### config.mk
export PLATFORM = sky130hd
export DESIGN_NAME = axis_byte_fifo
export DESIGN_NICKNAME = d
export VERILOG_FILES = /design/src/rtl/axis_byte_fifo.sv
export SDC_FILE = /design/constraint.sdc
export NUM_CORES = 1
export LEC_CHECK = 0
export CORE_ASPECT_RATIO = 0.5
export CORE_MARGIN = 3
export CORE_UTILIZATION = 40
export CTS_CLUSTER_DIAMETER = 150
export DETAILED_ROUTE_END_ITERATION = 10
export HOLD_SLACK_MARGIN = 0.12
export RECOVER_POWER = 100
export SLEW_MARGIN = 10
export SYNTH_ARGS = -nofsm -noshare
export SYNTH_HDL_FRONTEND = slang
export SYNTH_SLANG_ARGS = --single-unit
### constraint.sdc
create_clock -name aclk -period 3 [get_ports aclk]
set_clock_uncertainty 0.05 [all_clocks]
set_input_delay 0.3 -clock aclk [delete_from_list [all_inputs] [get_ports aclk]]
set_output_delay 0.3 -clock aclk [all_outputs]
set_load 0.02 [all_outputs]
### src/rtl/axis_byte_fifo.sv
// First-word-fall-through AXI4-Stream FIFO with registered upstream ready and fill level.
// Defining AXIS_FIFO_STATS_EN adds stat_bytes / stat_hiwm / stat_stalls counters.
module axis_byte_fifo #(
    parameter int DATA_W = 8,
    parameter int DEPTH  = 16,
    parameter int ADDR_W = $clog2(DEPTH)
) (
    input  logic              aclk,
    input  logic              areset,
    input  logic [DATA_W-1:0] s_axis_tdata,
    input  logic              s_axis_tvalid,
    output logic              s_axis_tready,
    output logic [DATA_W-1:0] m_axis_tdata,
    output logic              m_axis_tvalid,
    input  logic              m_axis_tready,
    output logic [ADDR_W:0]   level
`ifdef AXIS_FIFO_STATS_EN
    ,
    output logic [31:0]       stat_bytes,
    output logic [ADDR_W:0]   stat_hiwm,
    output logic [15:0]       stat_stalls
`endif
);

    // Handshake: a beat moves on a rising edge only when valid & ready are both high;
    // valid never waits on ready, and a source holding valid keeps its data stable.
    logic [DATA_W-1:0] mem [DEPTH];
    logic [ADDR_W:0]   wr_ptr;
    logic [ADDR_W:0]   rd_ptr;
    logic [ADDR_W:0]   wr_ptr_nxt;
    logic [ADDR_W:0]   rd_ptr_nxt;
    logic [ADDR_W:0]   level_nxt;
    logic              push;
    logic              pop;
    logic              full_nxt;

    assign push          = s_axis_tvalid & s_axis_tready;
    assign pop           = m_axis_tvalid & m_axis_tready;
    assign m_axis_tvalid = (wr_ptr != rd_ptr);
    assign m_axis_tdata  = mem[rd_ptr[ADDR_W-1:0]];

    always_comb begin
        wr_ptr_nxt = wr_ptr + {{ADDR_W{1'b0}}, push};
        rd_ptr_nxt = rd_ptr + {{ADDR_W{1'b0}}, pop};
        level_nxt  = wr_ptr_nxt - rd_ptr_nxt;
        full_nxt   = (wr_ptr_nxt[ADDR_W] != rd_ptr_nxt[ADDR_W]) &&
                     (wr_ptr_nxt[ADDR_W-1:0] == rd_ptr_nxt[ADDR_W-1:0]);
    end

    // Ready is derived from next-state pointers so it never sees m_axis_tready combinationally.
    always_ff @(posedge aclk) begin
        if (areset) begin
            wr_ptr        <= '0;
            rd_ptr        <= '0;
            level         <= '0;
            s_axis_tready <= 1'b0;
        end else begin
            wr_ptr        <= wr_ptr_nxt;
            rd_ptr        <= rd_ptr_nxt;
            level         <= level_nxt;
            s_axis_tready <= !full_nxt;
        end
    end

    always_ff @(posedge aclk) begin
        if (push && !areset) begin
            mem[wr_ptr[ADDR_W-1:0]] <= s_axis_tdata;
        end
    end

`ifdef AXIS_FIFO_STATS_EN
    always_ff @(posedge aclk) begin
        if (areset) begin
            stat_bytes  <= '0;
            stat_hiwm   <= '0;
            stat_stalls <= '0;
        end else begin
            stat_bytes <= stat_bytes + {31'd0, push};
            if (level_nxt > stat_hiwm) begin
                stat_hiwm <= level_nxt;
            end
            if (s_axis_tvalid && !s_axis_tready && (stat_stalls != 16'hFFFF)) begin
                stat_stalls <= stat_stalls + 16'd1;
            end
        end
    end
`endif

endmodule

## Yosys cells after proc, flatten, opt, wreduce, memory -nomap -nowiden

Memories as Yosys holds them, arrays and structs flattened. A register that Yosys moved wholly into a read port is not among the register bits.
Index checks and enable logic that the tools add are counted.
Widths: inputs -> output; s select.

| operators by class | value |
|---|---|
| add/subtract/negate cells | 3 |
| eq/ne operators | 3 |
| multiplexer cells | 3 |
| bitwise operators | 2 |
| reduce and logical (&&, ||, !) cells | 4 |

Operators with widths:

| operator | number |
|---|---|
| $add 5x1->5 | 2 |
| $ne 5x5->1 | 1 |
| $sub 5x5->5 | 1 |
| $eq 4x4->1 | 1 |
| $mux 4 | 1 |
| $and 1x1->1 | 2 |
| $logic_and 1x1->1 | 2 |
| $logic_not 1->1 | 2 |
| $mux 1 | 2 |
| $ne 1x1->1 | 1 |

| word-level totals | value |
|---|---|
| flip-flop bits (word level) | 16 |
| bits in writable memories | 128 |
| bits of input ports | 12 |
| output and inout port bits | 15 |
| logic and storage cells | 20 |
| memories kept | 1 |

Memory list:

| name | words | width | read ports | clocked after memory_dff | write ports | RTL line | RTL |
|---|---|---|---|---|---|---|---|
| mem | 16 | 8 | 1 | 1 | 1 | 27 | `logic [DATA_W-1:0] mem [DEPTH];` |

## Depth between registers and ports, before layout

Gate-level depths: netlist of run 1.

| depth | value |
|---|---|
| depth in word-level cells | 6 |
| gate-level depth with buffers | 15 |
| gate-level depth less buffers | 13 |

## Worst setup path before layout of run 1

OpenSTA, ideal clock, no wires.

| path | value |
|---|---|
| path kind | register -> register |
| start | reg rd_ptr[1] |
| end | reg level[4] |
| library setup time | 0.121 ns |
| arrival | 3.321 ns |
| required time | 2.829 ns |
| slack | -0.492 ns |
| cell stages (with the launch flop) | 16 |
| buffers on the path | 2 |
| clock period less this slack | 3.492 ns |
| path through | dfxtp_1 clkbuf_1 clkbuf_1 xor2_1 nor3_1 nand3_1 and2_1 ha_1 ha_1 xor2_1 inv_1 ha_1 nor2_1 o21ba_1 maj3_2 mux2_4 |

| on the way | value |
|---|---|
| longest elaborated chain between the ends | 4 |

RTL lines:

| what | RTL line | RTL |
|---|---|---|
| from (decl) | 29 | `logic [ADDR_W:0] rd_ptr;` |
| from (signal assigned) | 59 | `rd_ptr <= rd_ptr_nxt;` |
| $ne 5x5->1 | 39 | `assign m_axis_tvalid = (wr_ptr != rd_ptr);` |
| net m_axis_tvalid | 14 | `output logic m_axis_tvalid,` |
| $and 1x1->1 | 38 | `assign pop = m_axis_tvalid & m_axis_tready;` |
| $add 5x1->5 | 44 | `rd_ptr_nxt = rd_ptr + {{ADDR_W{1'b0}}, pop};` |
| net rd_ptr_nxt[1] | 31 | `logic [ADDR_W:0] rd_ptr_nxt;` |
| $sub 5x5->5 | 45 | `level_nxt = wr_ptr_nxt - rd_ptr_nxt;` |
| to (signal assigned) | 60 | `level <= level_nxt;` |
| to (decl) | 16 | `output logic [ADDR_W:0] level` |

The timed path passes the listed nets, and every way through them passes these cells.
A chain may end at the register's enable or synchronous reset.

==> impl_metrics.yaml, run 1 <==
outcome:
  run_status: "finished, final reports clean"
worst_setup_path:
  origin_of_the_worst_setup_path: "rd_ptr[0]"
  timing.critical_path.arrival_ns: 2.53
  r2r.worst_path.cells: 13
  critical_path.max_fanout: 33
  worst-endpoint-required_ns: 2.65
  worst_stage_delay_on_the_critical_path_ns: 0.56
  timing.critical_path.to_type: "primary output"
  timing.critical_path.slowest_stage_cell: "sky130_fd_sc_hd__mux4_2"
  r2r_setup_slack_ns: 0.17
  criticalPathCategory: "register to primary output"
  cp_common_cell: "sky130_fd_sc_hd__mux4_2"
  crit_path_end: "m_axis_tdata[3]"
  timing.critical_path.from_type: "register"
  timing.critical_path.cells: "buf_12, mux4_2, mux4_2, dlygate4sd2_1"
  worstReg2RegEnd: "level[4]"
  r2r_start: "rd_ptr[0]"
layout:
  regArea_sq_um: 4170
  num-fill-cells: 1119
  synthToLayoutAreaGrowth_pct: 21.2
  stdcell_count: 543
  layout_cell_share_with_drive_strength_beyond_1_pct: 29.9
  number_of_nets_in_the_final_layout: 357
  layout.core_utilization_pct: 50.2
  multiInputGateArea_sq_um: 1490
  antenna_cells_inserted: 0
cts:
  clkTransAtPathRegs_ns: 0.06
  worst_skew_pair.late_latency_ns: 0.41
  cts_tree: "built"
  number_of_h_tree_levels: 4
  clock_buffer_count_from_cts: 17
  tritoncts_num_sinks: 144
  clk_root_buffer_cell: "sky130_fd_sc_hd__clkbuf_16"
  cts_buffer_depth: 2
  cts_setup_buffers: 0
  cts.hold.buffers_added: 0
drt:
  wire_per_inst_um: 21.7
  detailroute.via_count: 2827
  drt_iter0_drc: 241
  drt_drc_violations_left: 0
  antenna_left: 0
  finalWirelength_um: 11800
  detail_route.vias_per_cell: 5.21
  drt-pass1-iter-count: 5
pwr:
  p_per_area_nw_per_um2: 676
  worst_ir_drop_vdd_uv: 424
  p_total_mw: 4.67
  p_leak_nw: 2.25
global_route:
  wire_length_of_the_first_global_routing_pass_um: 18400
  grt_antenna_before_repair: 0
  grt_remaining_overflow: 0
  grt_pass1_vias: 3209
  globalRouteTotalUtil_pct: 16.1
  maximum_number_of_pins_on_one_net_before_global_route_repair: 35
synthesis:
  post_synth_inst_count: 284
  async_flop_share_pct: 0
  number_of_flip_flops_and_latches_in_the_synthesized_netlist: 144
  syn-mean-instance-area_sq_um: 20.1
  synth_top_flop_cell: "sky130_fd_sc_hd__edfxtp_1"
  sequential_to_total_area_share_from_yosys_stat_pct: 73.1
  synthesis.yosys.warnings: 0
  post_synth_num_cell_types: 27
  postSynthNetCount: 303
  synthesis.area_sq_um: 5700
  synth_edf_count: 128
placed_design:
  buffer_ports.inserted: 26
  placedCellCount: 511
  place_hpwl_um: 7210
  place.gp.congestion: 0.788
job:
  max_cap_violations: 0
sta:
  worst_slew_margin_rel_pct: 58.8
  fin_crit_sh_pct: 96.0
  finalCriticalPeriod_ns: 2.88
  setup_viol: 0
  max_slew.worst_pin.slew_ns: 0.618
  achievable_freq_mhz: 347
  grt_setup_unrepaired: "false"
  total_count_of_hold_check_failures_in_the_final_report: 0
  final.hold.worst_slack_ns: 0.525
  final.setup.tns_ns: 0
  slew_violations: 0
floorplan:
  core_sq_um: 13700
  chipHeight_um: 90.4
  initial_core_util_pct: 41.5
  floorplan.io_pins: 27
  placementRows: 30
  floorplan.die_area_sq_um: 15800
  die_w_um: 175
hold_path:
  whs_path_depth: 2
  worstHoldPathType: "register to register"
## how the worst min path moves through the flow
| stage | start | end | slack, ns |
|---|---|---|---|
| finish | rd_ptr[4] | rd_ptr[4] | 0.52 |
| global route | rd_ptr[4] | rd_ptr[4] | 0.58 |
| CTS | rd_ptr[4] | rd_ptr[4] | 0.54 |
| detailed placement | rd_ptr[4] | rd_ptr[4] | 0.52 |
| global placement | wr_ptr[4] | wr_ptr[4] | 0.50 |
| floorplan | s_axis_tdata[0] | mem[0][0] | 0.35 |
## flip-flops by register name, summed over array words and instances, names as in the netlist
name           cells
rd_ptr             5
s_axis_tready      1
level              5
mem              128
wr_ptr             5
## synth_stat cells (all sizes together) (5+ instances only)
cell / count / area share [%]
buf: 8 / 0.68
clkbuf: 6 / 0.40
dfxtp: 16 / 5.6
edfxtp: 128 / 67
ha: 7 / 1.5
inv: 5 / 0.33
mux4: 40 / 16
nand3: 6 / 0.53
nor2: 24 / 1.6
nor2b: 7 / 0.77
nor3: 5 / 0.44
xnor2: 7 / 1.2
xor2: 10 / 1.7
## area by class of cell
cell class | count | area share, %
clock inverters | 15 | 1.79
clock buffers | 17 | 6.16
flip-flops and latches | 144 | 60.4
well taps | 192 | 3.48
repair buffers | 49 | 6.31
inverters | 5 | 0.272
multi-input cells | 121 | 21.6
## cells by family (layout without fill, tap and decap cells)
logic type	Yosys count	in the layout	synth area share (%)
flops	144	144	73.1
buf+inv	19	86	1.41
xor+xnor	17	17	2.88
simple gates	51	51	4.33
fa+ha+maj	8	8	1.74
compound gates	4	4	0.483
mux	41	41	16.1
## through the flow
| stage | setup WS [ns] | area, sq um |
|---|---|---|
| 6_report | 0.119 | 6900 |
| 5_1_grt | 0.00386 | 6900 |
| 4_1_cts | 0.101 | 6900 |
| 3_5_place_dp | 0.123 | 6350 |
| 3_3_place_gp | 0.231 | 6350 |
| 2_1_floorplan | -0.0541 | 5780 |
## layout by cell type (no fill, tap or decap), types with 6 or more instances in the layout
master	n
sky130_fd_sc_hd__dlygate4sd3_1	10
sky130_fd_sc_hd__buf_4	20
sky130_fd_sc_hd__nor2_1	23
sky130_fd_sc_hd__edfxtp_1	128
sky130_fd_sc_hd__clkdlybuf4s50_1	8
sky130_fd_sc_hd__xnor2_1	6
sky130_fd_sc_hd__xor2_1	9
sky130_fd_sc_hd__clkbuf_16	17
sky130_fd_sc_hd__nor2b_1	7
sky130_fd_sc_hd__dlygate4sd2_1	8
sky130_fd_sc_hd__dfxtp_1	13
sky130_fd_sc_hd__mux4_2	40
## power by group
group / leakage, nW / internal [mW] / switching [mW]
Combinational: 0.704 / 0.262 / 0.242
Clock: 0.263 / 1.08 / 0.866
Sequential: 1.28 / 2.21 / 0.0133
## critical path, delay by kind of cell (launching register included)
| family | cells | cell delay (ns) |
|---|---|---|
| multiplexers | 2 | 1.05 |
| buffers and inverters | 2 | 0.64 |
| flip-flops | 1 | 0.39 |
## per-layer routing
metal / track usage (%) / wire length [um] / share of wire [%] / vias to the layer above
met5: 0 / 0 / 0 / -
met4: 6.43 / 175 / 1.5 / 0
met3: 4.32 / 525 / 4.4 / 14
met2: 26.8 / 6010 / 51 / 80
met1: 20.1 / 5090 / 43 / 1483
li1: - / - / - / 1250
## repair_timing
item / 4_1_cts / 5_1_grt
cloned: 0 / 0
setup endpoints to repair: 8 / 1
resized for setup: 9 / 4
Note: power is estimated with default switching activity, not from simulation.
==> run 2, diff against run 1 <==
--- a/config.mk
+++ b/config.mk
@@ -8,8 +8,10 @@
 export CORE_ASPECT_RATIO = 0.5
 export CORE_MARGIN = 3
 export CORE_UTILIZATION = 40
+export CTS_BUF_LIST = sky130_fd_sc_hd__clkbuf_4
 export CTS_CLUSTER_DIAMETER = 150
 export DETAILED_ROUTE_END_ITERATION = 10
+export GPL_ROUTABILITY_DRIVEN = 0
 export HOLD_SLACK_MARGIN = 0.12
 export RECOVER_POWER = 100
 export SLEW_MARGIN = 10
==> run 2 against run 1 <==
  * Die area did not move
  * Setup slack worse by 0.012 ns
  * Flip-flop and latch count unchanged
  * Cell count is 0.55% higher
  * Core utilization down 1.8 points
  * Sequential power barely moved
  * Via count up 2.1%
  * Combinational power is 8.9% higher
  * Total power shrank 17%
  * Routed wire length is 0.93% higher
  * Final area is 3.6% lower
  * Hold slack gained 0.0027 ns
==> impl_metrics.yaml, run 2 (synthesis gave the netlist of run 1 again) <==
global_route:
  globalRouteTotalUtil_pct: 16.1
  maximum_number_of_pins_on_one_net_before_global_route_repair: 35
  wire_length_of_the_first_global_routing_pass_um: 18300
  grt_antenna_before_repair: 0
  grt_remaining_overflow: 0
  grt_pass1_vias: 3134
pwr:
  p_leak_nw: 2.13
  worst_ir_drop_vdd_uv: 221
  p_total_mw: 3.88
  p_per_area_nw_per_um2: 584
worst_setup_path:
  worst_stage_delay_on_the_critical_path_ns: 0.42
  timing.critical_path.cells: "xor2_1, nor3_2, nand3_2, and2_1, ha_2, ha_4, xor2_4, inv_1, ha_1, nor2_2, o21ba_1, maj3_2, mux2_4"
  timing.critical_path.to_type: "register"
  critical_path.max_fanout: 4
  timing.critical_path.slowest_stage_cell: "sky130_fd_sc_hd__dfxtp_4"
  timing.critical_path.arrival_ns: 3.27
  criticalPathCategory: "register to register"
  worst-endpoint-required_ns: 3.37
  critical-path-top-delay-family: "adder cells"
  timing.critical_path.from_type: "register"
  path_buf_inv: 1
cts:
  tritoncts_num_sinks: 144
  clk_root_buffer_cell: "sky130_fd_sc_hd__clkbuf_4"
  cts_buffer_depth: 2
  worst_skew_pair.late_latency_ns: 0.52
  clock_buffer_count_from_cts: 17
  number_of_h_tree_levels: 4
  cts_tree: "built"
  clkTransAtPathRegs_ns: 0.13
  cts.hold.buffers_added: 0
hold_path:
  worstHoldPathType: "input port to register"
drt:
  finalWirelength_um: 11900
  detailroute.via_count: 2885
  drt_iter0_drc: 224
  drt-pass1-iter-count: 4
  drt_drc_violations_left: 0
  wire_per_inst_um: 21.8
  antenna_left: 0
  detail_route.vias_per_cell: 5.28
layout:
  num-fill-cells: 1166
  antenna_cells_inserted: 0
  max_ffs_per_register: 128
  stdcell_count: 546
  regArea_sq_um: 4170
  multiInputGateArea_sq_um: 1490
  layout.core_utilization_pct: 48.4
  number_of_nets_in_the_final_layout: 360
  synthToLayoutAreaGrowth_pct: 16.8
  layout_cell_share_with_drive_strength_beyond_1_pct: 29.1
  mostFrequentLayoutCell: "sky130_fd_sc_hd__edfxtp_1"
  highest_count_cells_in_the_layout_ignoring_fill_and_taps: "128 x sky130_fd_sc_hd__edfxtp_1, 40 x sky130_fd_sc_hd__mux4_2, 23 x sky130_fd_sc_hd__nor2_1"
  post-route-cell-area_sq_um: 6650
sta:
  total_count_of_hold_check_failures_in_the_final_report: 0
  grt_setup_unrepaired: "true"
  slew_violations: 0
  achievable_freq_mhz: 346
  max_slew.worst_pin.slew_ns: 0.823
  finalCriticalPeriod_ns: 2.89
  final.setup.tns_ns: 0
  worst_slew_margin_rel_pct: 45.1
  setup_viol: 0
  fin_crit_sh_pct: 96.4
floorplan:
  placementRows: 30
  die_w_um: 175
  floorplan.die_area_sq_um: 15800
  floorplan.io_pins: 27
  chipHeight_um: 90.4
  initial_core_util_pct: 41.5
  core_sq_um: 13700
job:
  max_cap_violations: 0
placed_design:
  placedCellCount: 511
  buffer_ports.inserted: 26
  place_hpwl_um: 7210
  post_dp_cell_area_sq_um: 6350
outcome:
  run_status: "finished, final reports clean"
==> run 2: changes by cell type in the layout (fill, tap and decap cells not counted), sizes merged <==
| cell | previous run | this run |
|---|---|---|
| clkbuf | 18 | 23 |
| buf | 22 | 20 |
| clkdlybuf4s50 | 8 | 10 |
| dlygate4sd3 | 10 | 8 |
==> run 2: routing by layer <==
| layer | global-route usage [%] | part of all wire [%] | vias up | wire length, um |
|---|---|---|---|---|
| met5 | 0 | 0 | - | 0 |
| met4 | 4.64 | 1.2 | 0 | 146 |
| met3 | 4.83 | 6.2 | 14 | 740 |
| met2 | 26.7 | 50 | 102 | 5990 |
| met1 | 20.7 | 42 | 1515 | 5030 |
| li1 | - | - | 1254 | - |
==> run 2: where the power goes <==
group / total (mW) / leakage (nW) / internal (mW) / switching (mW)
registers: 2.23 / 1.28 / 2.21 / 0.0216
clock network: 1.11 / 0.131 / 0.350 / 0.756
logic: 0.548 / 0.714 / 0.296 / 0.251
==> run 2: final timing paths <==
| check | slack, ns | depth (start not counted) | start | to |
|---|---|---|---|---|
| setup / recovery | 0.11 | 13 | rd_ptr[0] | level[4] |
| hold / removal | 0.53 | 3 | areset | wr_ptr[0] |
| setup reg to reg | 0.11 | 13 | rd_ptr[0] | level[4] |
| hold reg to reg | 0.54 | 2 | rd_ptr[4] | rd_ptr[4] |
==> run 2: tightest hold or removal path, delay by kind of cell <==
kind | cells | cell delay [ns]
buffers and inverters | 2 | 0.68
and+or+nand+nor | 1 | 0.09
==> run 2: repair_timing <==
action	CTS	global route
buffers inserted	0	1
gates resized for setup	11	2
pin swaps	0	1
gates cloned	1	1
endpoints found under the setup margin	8	5
==> run 2: area by class of cell <==
cell class | count | area share (%)
tap | 192 | 3.61
multi-input combinational | 121 | 22.4
sequential | 144 | 62.7
clock buffer | 17 | 1.92
timing repair buffer | 52 | 7.22
inverter | 5 | 0.282
clock inverter | 15 | 1.86
==> run 2: per-stage QoR <==
stage	setup slack (ns)	hold slack, ns
global route	-0.0321	0.541
floorplan	-0.0541	0.349
finish	0.107	0.528
global placement	0.231	0.498
detailed placement	0.123	0.521
CTS	0.0281	0.490
